**config.mk**
```make
export PLATFORM = sky130hd
export DESIGN_NAME = mem_stage
export DESIGN_NICKNAME = d
export VERILOG_FILES = /design/src/rtl/mem_stage_pkg.sv /design/src/rtl/mem_stage_load_align.sv /design/src/rtl/mem_stage.sv
export SDC_FILE = /design/constraint.sdc
export NUM_CORES = 1
export LEC_CHECK = 0
export ABC_AREA = 1
export ABC_CLOCK_PERIOD_IN_PS = 7400
export BUFFER_PORTS_ARGS = -buffer_cell sky130_fd_sc_hd__buf_2
export CAP_MARGIN = 20
export CORE_MARGIN = 3
export CORE_UTILIZATION = 26
export DETAILED_ROUTE_END_ITERATION = 6
export GPL_TIMING_DRIVEN = 0
export SLEW_MARGIN = 30
export SYNTH_ARGS = -nofsm -noshare
export SYNTH_HDL_FRONTEND = slang
export SYNTH_SLANG_ARGS = --single-unit
```
**constraint.sdc**
```tcl
create_clock -name clk -period 7.4 [get_ports clk]
set_input_delay 0.37 -clock clk [delete_from_list [all_inputs] [get_ports clk]]
set_output_delay 0.37 -clock clk [all_outputs]
set_load 0.1 [all_outputs]
```
**src/rtl/mem_stage_pkg.sv**
```systemverilog
// Shared definitions for the MEM stage: bus widths, load-op encodings and
// packed views of the stage buses.
package mem_stage_pkg;

  localparam int ES_TO_MS_BUS_WD = 75;
  localparam int MS_TO_WS_BUS_WD = 70;
  localparam int MS_TO_DS_BUS_WD = 39;

  typedef enum logic [2:0] {
    LOAD_OP_W  = 3'd0,
    LOAD_OP_B  = 3'd1,
    LOAD_OP_H  = 3'd2,
    LOAD_OP_BU = 3'd3,
    LOAD_OP_HU = 3'd4
  } load_op_e;

  // exe -> mem bus; load_op is left as a raw code so unknown encodings survive
  typedef struct packed {
    logic        res_from_mem;
    logic        mem_req;
    logic [2:0]  load_op;
    logic        gr_we;
    logic [4:0]  dest;
    logic [31:0] alu_result;
    logic [31:0] pc;
  } es_to_ms_t;

  typedef struct packed {
    logic        gr_we;
    logic [4:0]  dest;
    logic [31:0] final_result;
    logic [31:0] pc;
  } ms_to_ws_t;

  typedef struct packed {
    logic        fwd_we;
    logic        result_pending;
    logic [4:0]  dest;
    logic [31:0] result;
  } ms_to_ds_t;

  function automatic logic [31:0] ext8(input logic [7:0] b, input logic sgn);
    return {{24{sgn & b[7]}}, b};
  endfunction

  function automatic logic [31:0] ext16(input logic [15:0] h, input logic sgn);
    return {{16{sgn & h[15]}}, h};
  endfunction

endpackage

```
**src/rtl/mem_stage_load_align.sv**
```systemverilog
// Load data alignment: picks the addressed byte/half out of the read word
// and sign- or zero-extends it. Purely combinational.
module load_align
  import mem_stage_pkg::*;
(
  input  logic [31:0] raw,
  input  logic [1:0]  offset,
  input  logic [2:0]  load_op,
  output logic [31:0] data
);

  logic [7:0]  byte_sel;
  logic [15:0] half_sel;

  // Select the byte and halfword addressed by the low address bits
  always_comb begin
    byte_sel = raw[7:0];
    case (offset)
      2'd0: byte_sel = raw[7:0];
      2'd1: byte_sel = raw[15:8];
      2'd2: byte_sel = raw[23:16];
      2'd3: byte_sel = raw[31:24];
      default: byte_sel = raw[7:0];
    endcase
    half_sel = offset[1] ? raw[31:16] : raw[15:0];
  end

  // Extend according to the load kind; unknown codes behave as a word load
  always_comb begin
    data = raw;
    case (load_op)
      LOAD_OP_B:  data = ext8(byte_sel, 1'b1);
      LOAD_OP_BU: data = ext8(byte_sel, 1'b0);
      LOAD_OP_H:  data = ext16(half_sel, 1'b1);
      LOAD_OP_HU: data = ext16(half_sel, 1'b0);
      default:    data = raw;
    endcase
  end

endmodule

```
**src/rtl/mem_stage.sv**
```systemverilog
// MEM stage of the five-stage LoongArch32 pipeline. Holds one instruction,
// waits for the data-SRAM response on memory ops, buffers it under
// write-back backpressure, aligns load data and forwards results to decode.
module mem_stage
  import mem_stage_pkg::*;
(
  input  logic                       clk,
  input  logic                       reset,
  input  logic                       ws_allowin,
  output logic                       ms_allowin,
  input  logic                       es_to_ms_valid,
  input  logic [ES_TO_MS_BUS_WD-1:0] es_to_ms_bus,
  output logic                       ms_to_ws_valid,
  output logic [MS_TO_WS_BUS_WD-1:0] ms_to_ws_bus,
  output logic [MS_TO_DS_BUS_WD-1:0] ms_to_ds_bus,
  input  logic                       data_sram_data_ok,
  input  logic [31:0]                data_sram_rdata
);

  logic        ms_valid;
  es_to_ms_t   ms_bus;
  logic        rdata_buf_valid;
  logic [31:0] rdata_buf;

  logic        data_ok_take;
  logic        ms_ready_go;
  logic        ms_leave;
  logic [31:0] raw;
  logic [31:0] load_data;
  logic [31:0] final_result;
  logic        fwd_we;
  ms_to_ws_t   ws_out;
  ms_to_ds_t   ds_out;

  // Handshake and response acceptance
  always_comb begin
    data_ok_take   = ms_valid && ms_bus.mem_req && !rdata_buf_valid && data_sram_data_ok;
    ms_ready_go    = !ms_bus.mem_req || data_ok_take || rdata_buf_valid;
    ms_to_ws_valid = ms_valid && ms_ready_go;
    ms_allowin     = !ms_valid || (ms_ready_go && ws_allowin);
    ms_leave       = ms_to_ws_valid && ws_allowin;
  end

  // Stage valid bit: refilled whenever the stage can accept
  always_ff @(posedge clk) begin
    if (reset) begin
      ms_valid <= 1'b0;
    end else if (ms_allowin) begin
      ms_valid <= es_to_ms_valid;
    end
  end

  // Instruction payload capture; contents are don't-care while invalid
  always_ff @(posedge clk) begin
    if (es_to_ms_valid && ms_allowin) begin
      ms_bus <= es_to_ms_t'(es_to_ms_bus);
    end
  end

  // Response buffer: holds data_ok data while write-back is stalled
  always_ff @(posedge clk) begin
    if (reset) begin
      rdata_buf_valid <= 1'b0;
    end else if (ms_leave) begin
      rdata_buf_valid <= 1'b0;
    end else if (data_ok_take && !ws_allowin) begin
      rdata_buf_valid <= 1'b1;
    end
  end

  // Buffer data register; captured alongside the valid flag
  always_ff @(posedge clk) begin
    if (data_ok_take && !ws_allowin) begin
      rdata_buf <= data_sram_rdata;
    end
  end

  assign raw = rdata_buf_valid ? rdata_buf : data_sram_rdata;

  load_align u_load_align (
    .raw     (raw),
    .offset  (ms_bus.alu_result[1:0]),
    .load_op (ms_bus.load_op),
    .data    (load_data)
  );

  // Result selection and outgoing buses
  always_comb begin
    final_result = ms_bus.res_from_mem ? load_data : ms_bus.alu_result;
    fwd_we       = ms_valid && ms_bus.gr_we && (ms_bus.dest != 5'd0);

    ws_out              = '0;
    ws_out.gr_we        = ms_bus.gr_we;
    ws_out.dest         = ms_bus.dest;
    ws_out.final_result = final_result;
    ws_out.pc           = ms_bus.pc;

    ds_out                = '0;
    ds_out.fwd_we         = fwd_we;
    ds_out.result_pending = fwd_we && ms_bus.res_from_mem && !ms_ready_go;
    ds_out.dest           = ms_bus.dest;
    ds_out.result         = final_result;
  end

  assign ms_to_ws_bus = ws_out;
  assign ms_to_ds_bus = ds_out;

endmodule

```
==> flow_metrics.py <==
metrics = {
    "timing": {
        "timing.final.crit_share_pct": 41.1,
        "post-route-min-period_ps": 3040,
        "slew_headroom_pct": 47.1,
        "rsz0062_at_grt": "no",
        "finalSetupTns_ps": 0,
        "hold_viol": 0,
        "worstMarginPinSlew_ps": 785,
        "clock_skew_ps": 10.8,
        "fin_ws_ps": 4360,
        "max_freq_mhz": 329,
        "setup_viol": 0,
        "drv_slew": 0,
    },
    "cells_and_area": {
        "final_common_cell": "buf_2",
        "fin_cells": 1139,
        "fin_area_mm2": 0.00775,
        "final_cell_mix": "226 x buf_2, 186 x nand2_1, 107 x edfxtp_1, 77 x buf_4, 42 x inv_1",
        "fill_cells": 2289,
        "layout.nets": 964,
        "drive_above_1_share_pct": 44.3,
        "syn_to_final_growth_pct": 32.4,
    },
    "clock_network": {
        "cts.path.max_buffers": 2,
        "ctsResizeCount": 0,
        "insertion_delay_ps": 360,
        "h-tree-depth": 3,
        "hold_buffers": 0,
        "post_cts_buffers": 0,
        "cts_sinks": 109,
        "cts.clk_slew.worst_paths_ps": 80,
        "cts_tree": "done",
        "root_buffer": "clkbuf_16",
        "cts_buffers": 9,
    },
    "critical_path": {
        "worstPathArrival_ps": 2670,
        "path_class": "register to output pin",
        "required_ps": 7030,
        "crit_fanout": 10,
        "startpoint_type": "register",
        "r2r_slack_ps": 5060,
        "reg2reg_depth": 12,
        "crit_path_end_kind": "output pin",
    },
    "detailed_routing": {
        "wl_per_cell_um": 15.1,
        "ant_nets": 0,
        "drcViolationCount": 0,
        "drt_wl_total_um": 17200,
        "via_per_inst": 4.27,
        "drt-initial-drc-count": 308,
        "dr.pass1.iters": 5,
        "vias": 4862,
    },
    "synth": {
        "synthArstFlopShare_pct": 0,
        "ys_types": 32,
        "ys_seq_area_share_pct": 55.5,
        "synth_edf_count": 107,
        "synth.area.top_cells": "edfxtp_1 55%, nand2_1 12%, buf_4 9.9%",
        "yosys_most_used_dff": "edfxtp_1",
        "synth-simple-area-share_pct": 22.6,
        "synth_top_family_by_area": "simple AND/OR/NAND/NOR gates",
        "yosysTopAreaCellShare_pct": 54.9,
        "synth_xor_area_share_pct": 0,
        "netlist_instances": 613,
        "synth_top_cell_by_area": "edfxtp_1",
        "syn-mean-instance-area_um2": 9.55,
        "syn_nets": 725,
        "yosys_warnings": 0,
        "syn_area_mm2": 0.00586,
        "synth.ff_latch_count": 109,
        "synth_fa_ha_area_share_pct": 0,
        "synth-compound-area-share_pct": 5.55,
        "synthMuxAreaShare_pct": 0,
    },
    "power": {
        "ir_drop_mv": 0.127,
        "power_mw": 1.91,
        "leakagePower_nw": 3.69,
        "power.density_mw_per_mm2": 246,
    },
    "global_route": {
        "antenna_found_initial": 5,
        "grt_pass1_vias": 4702,
        "grt_max_degree": 23,
        "grt_usage_pct": 14.1,
        "overflow": 0,
        "grt_pass1_wl_um": 26100,
    },
    "hold_path": {
        "hold_path_class": "input port to register",
        "hold_depth": 1,
    },
    "placement": {
        "io_buffers": 222,
        "dpl.hpwl_um": 13800,
        "place_area_mm2": 0.00747,
        "dpl_worst_slack_ps": 4710,
        "place_inst": 1121,
        "gp_congestion": 0.870,
    },
    "floorplanning": {
        "initial_core_util_pct": 26.7,
        "rows": 54,
        "ios": 223,
        "die_y_um": 156,
        "fp.dieArea_mm2": 0.0244,
        "die_x_um": 156,
        "fp.coreArea_mm2": 0.0220,
    },
    "status": {
        "status": "finished, final reports clean",
    },
    "run": {
        "maxCapViolCount": 0,
    },
}
critical path, stage by stage, from the launching register on:
cell	delay (ps)
edfxtp_1	400
inv_1	90
clkbuf_1	330
buf_1	500
nor2_1	220
a21oi_1	220
buf_4	130
buf_2	410
flip-flops by register name, indices dropped and copies added, names as in the netlist:
register	flops
ms_bus	37
ms_to_ws_bus	33
rdata_buf	32
ms_to_ds_bus	5
ms_valid	1
rdata_buf_valid	1
final cells by class:
| type | count | area [um^2] | share of cell area (%) |
|---|---|---|---|
| Sequential cell | 109 | 3250 | 41.9 |
| Multi-Input combinational cell | 356 | 1660 | 21.5 |
| Timing Repair Buffer | 228 | 1240 | 16.0 |
| Buffer | 101 | 771 | 9.94 |
| Tap cell | 280 | 350 | 4.52 |
| Clock buffer | 10 | 229 | 2.95 |
| Inverter | 47 | 186 | 2.40 |
| Clock inverter | 6 | 52.6 | 0.678 |
| Antenna cell | 2 | 5.00 | 0.0645 |
synthesized netlist by cell type, drive strengths merged (2+ instances only):
| master | instances |
|---|---|
| nor2 | 39 |
| edfxtp | 107 |
| o21ai | 9 |
| dfxtp | 2 |
| clkbuf | 7 |
| nand2 | 191 |
| a31oi | 3 |
| a21oi | 41 |
| o211ai | 3 |
| nand3 | 46 |
| or2 | 16 |
| nand4 | 2 |
| buf | 94 |
| nor3 | 3 |
| inv | 47 |
power breakdown:
group          internal, mW  leakage (nW)  switching [mW]  total (mW)
combinational         0.152          2.53           0.563       0.715
sequential            0.712          1.03          0.0101       0.722
clock                 0.236         0.139           0.236       0.472
total                  1.10          3.69           0.809        1.91
stage by stage:
stage / utilization [%] / hold WS (ps)
2_1_floorplan: - / 439
3_3_place_gp: 33.3 / 517
3_5_place_dp: 34.0 / 548
4_1_cts: 35.3 / 160
5_1_grt: 35.3 / 161
6_report: 35.3 / 178
cells by family after synthesis:
group                  after synthesis
AND/OR/NAND/NOR                    298
buffers and inverters              148
flip-flops                         109
AO/OA/AOI/OAI                       58
per-layer routing:
metal / GRT usage, % / vias to the layer above / routed length, um
li1: - / 2420 / -
met1: 17.8 / 2232 / 7250
met2: 23.6 / 181 / 8350
met3: 3.94 / 23 / 1250
met4: 4.21 / 6 / 347
met5: 0 / - / 28
path summary, 6_finish.rpt:
path / end / from
setup reg to reg: ms_bus[60]$_DFFE_PP_ / rdata_buf_valid$_SDFFE_PP0P_
hold / removal: ms_to_ws_bus[16]$_DFFE_PP_ / es_to_ms_bus[16]
setup / recovery: ms_to_ws_bus[42] / ms_bus[74]$_DFFE_PP_
hold reg to reg: ms_valid$_SDFFE_PP0P_ / ms_valid$_SDFFE_PP0P_
(Power assumes the default switching activity.)
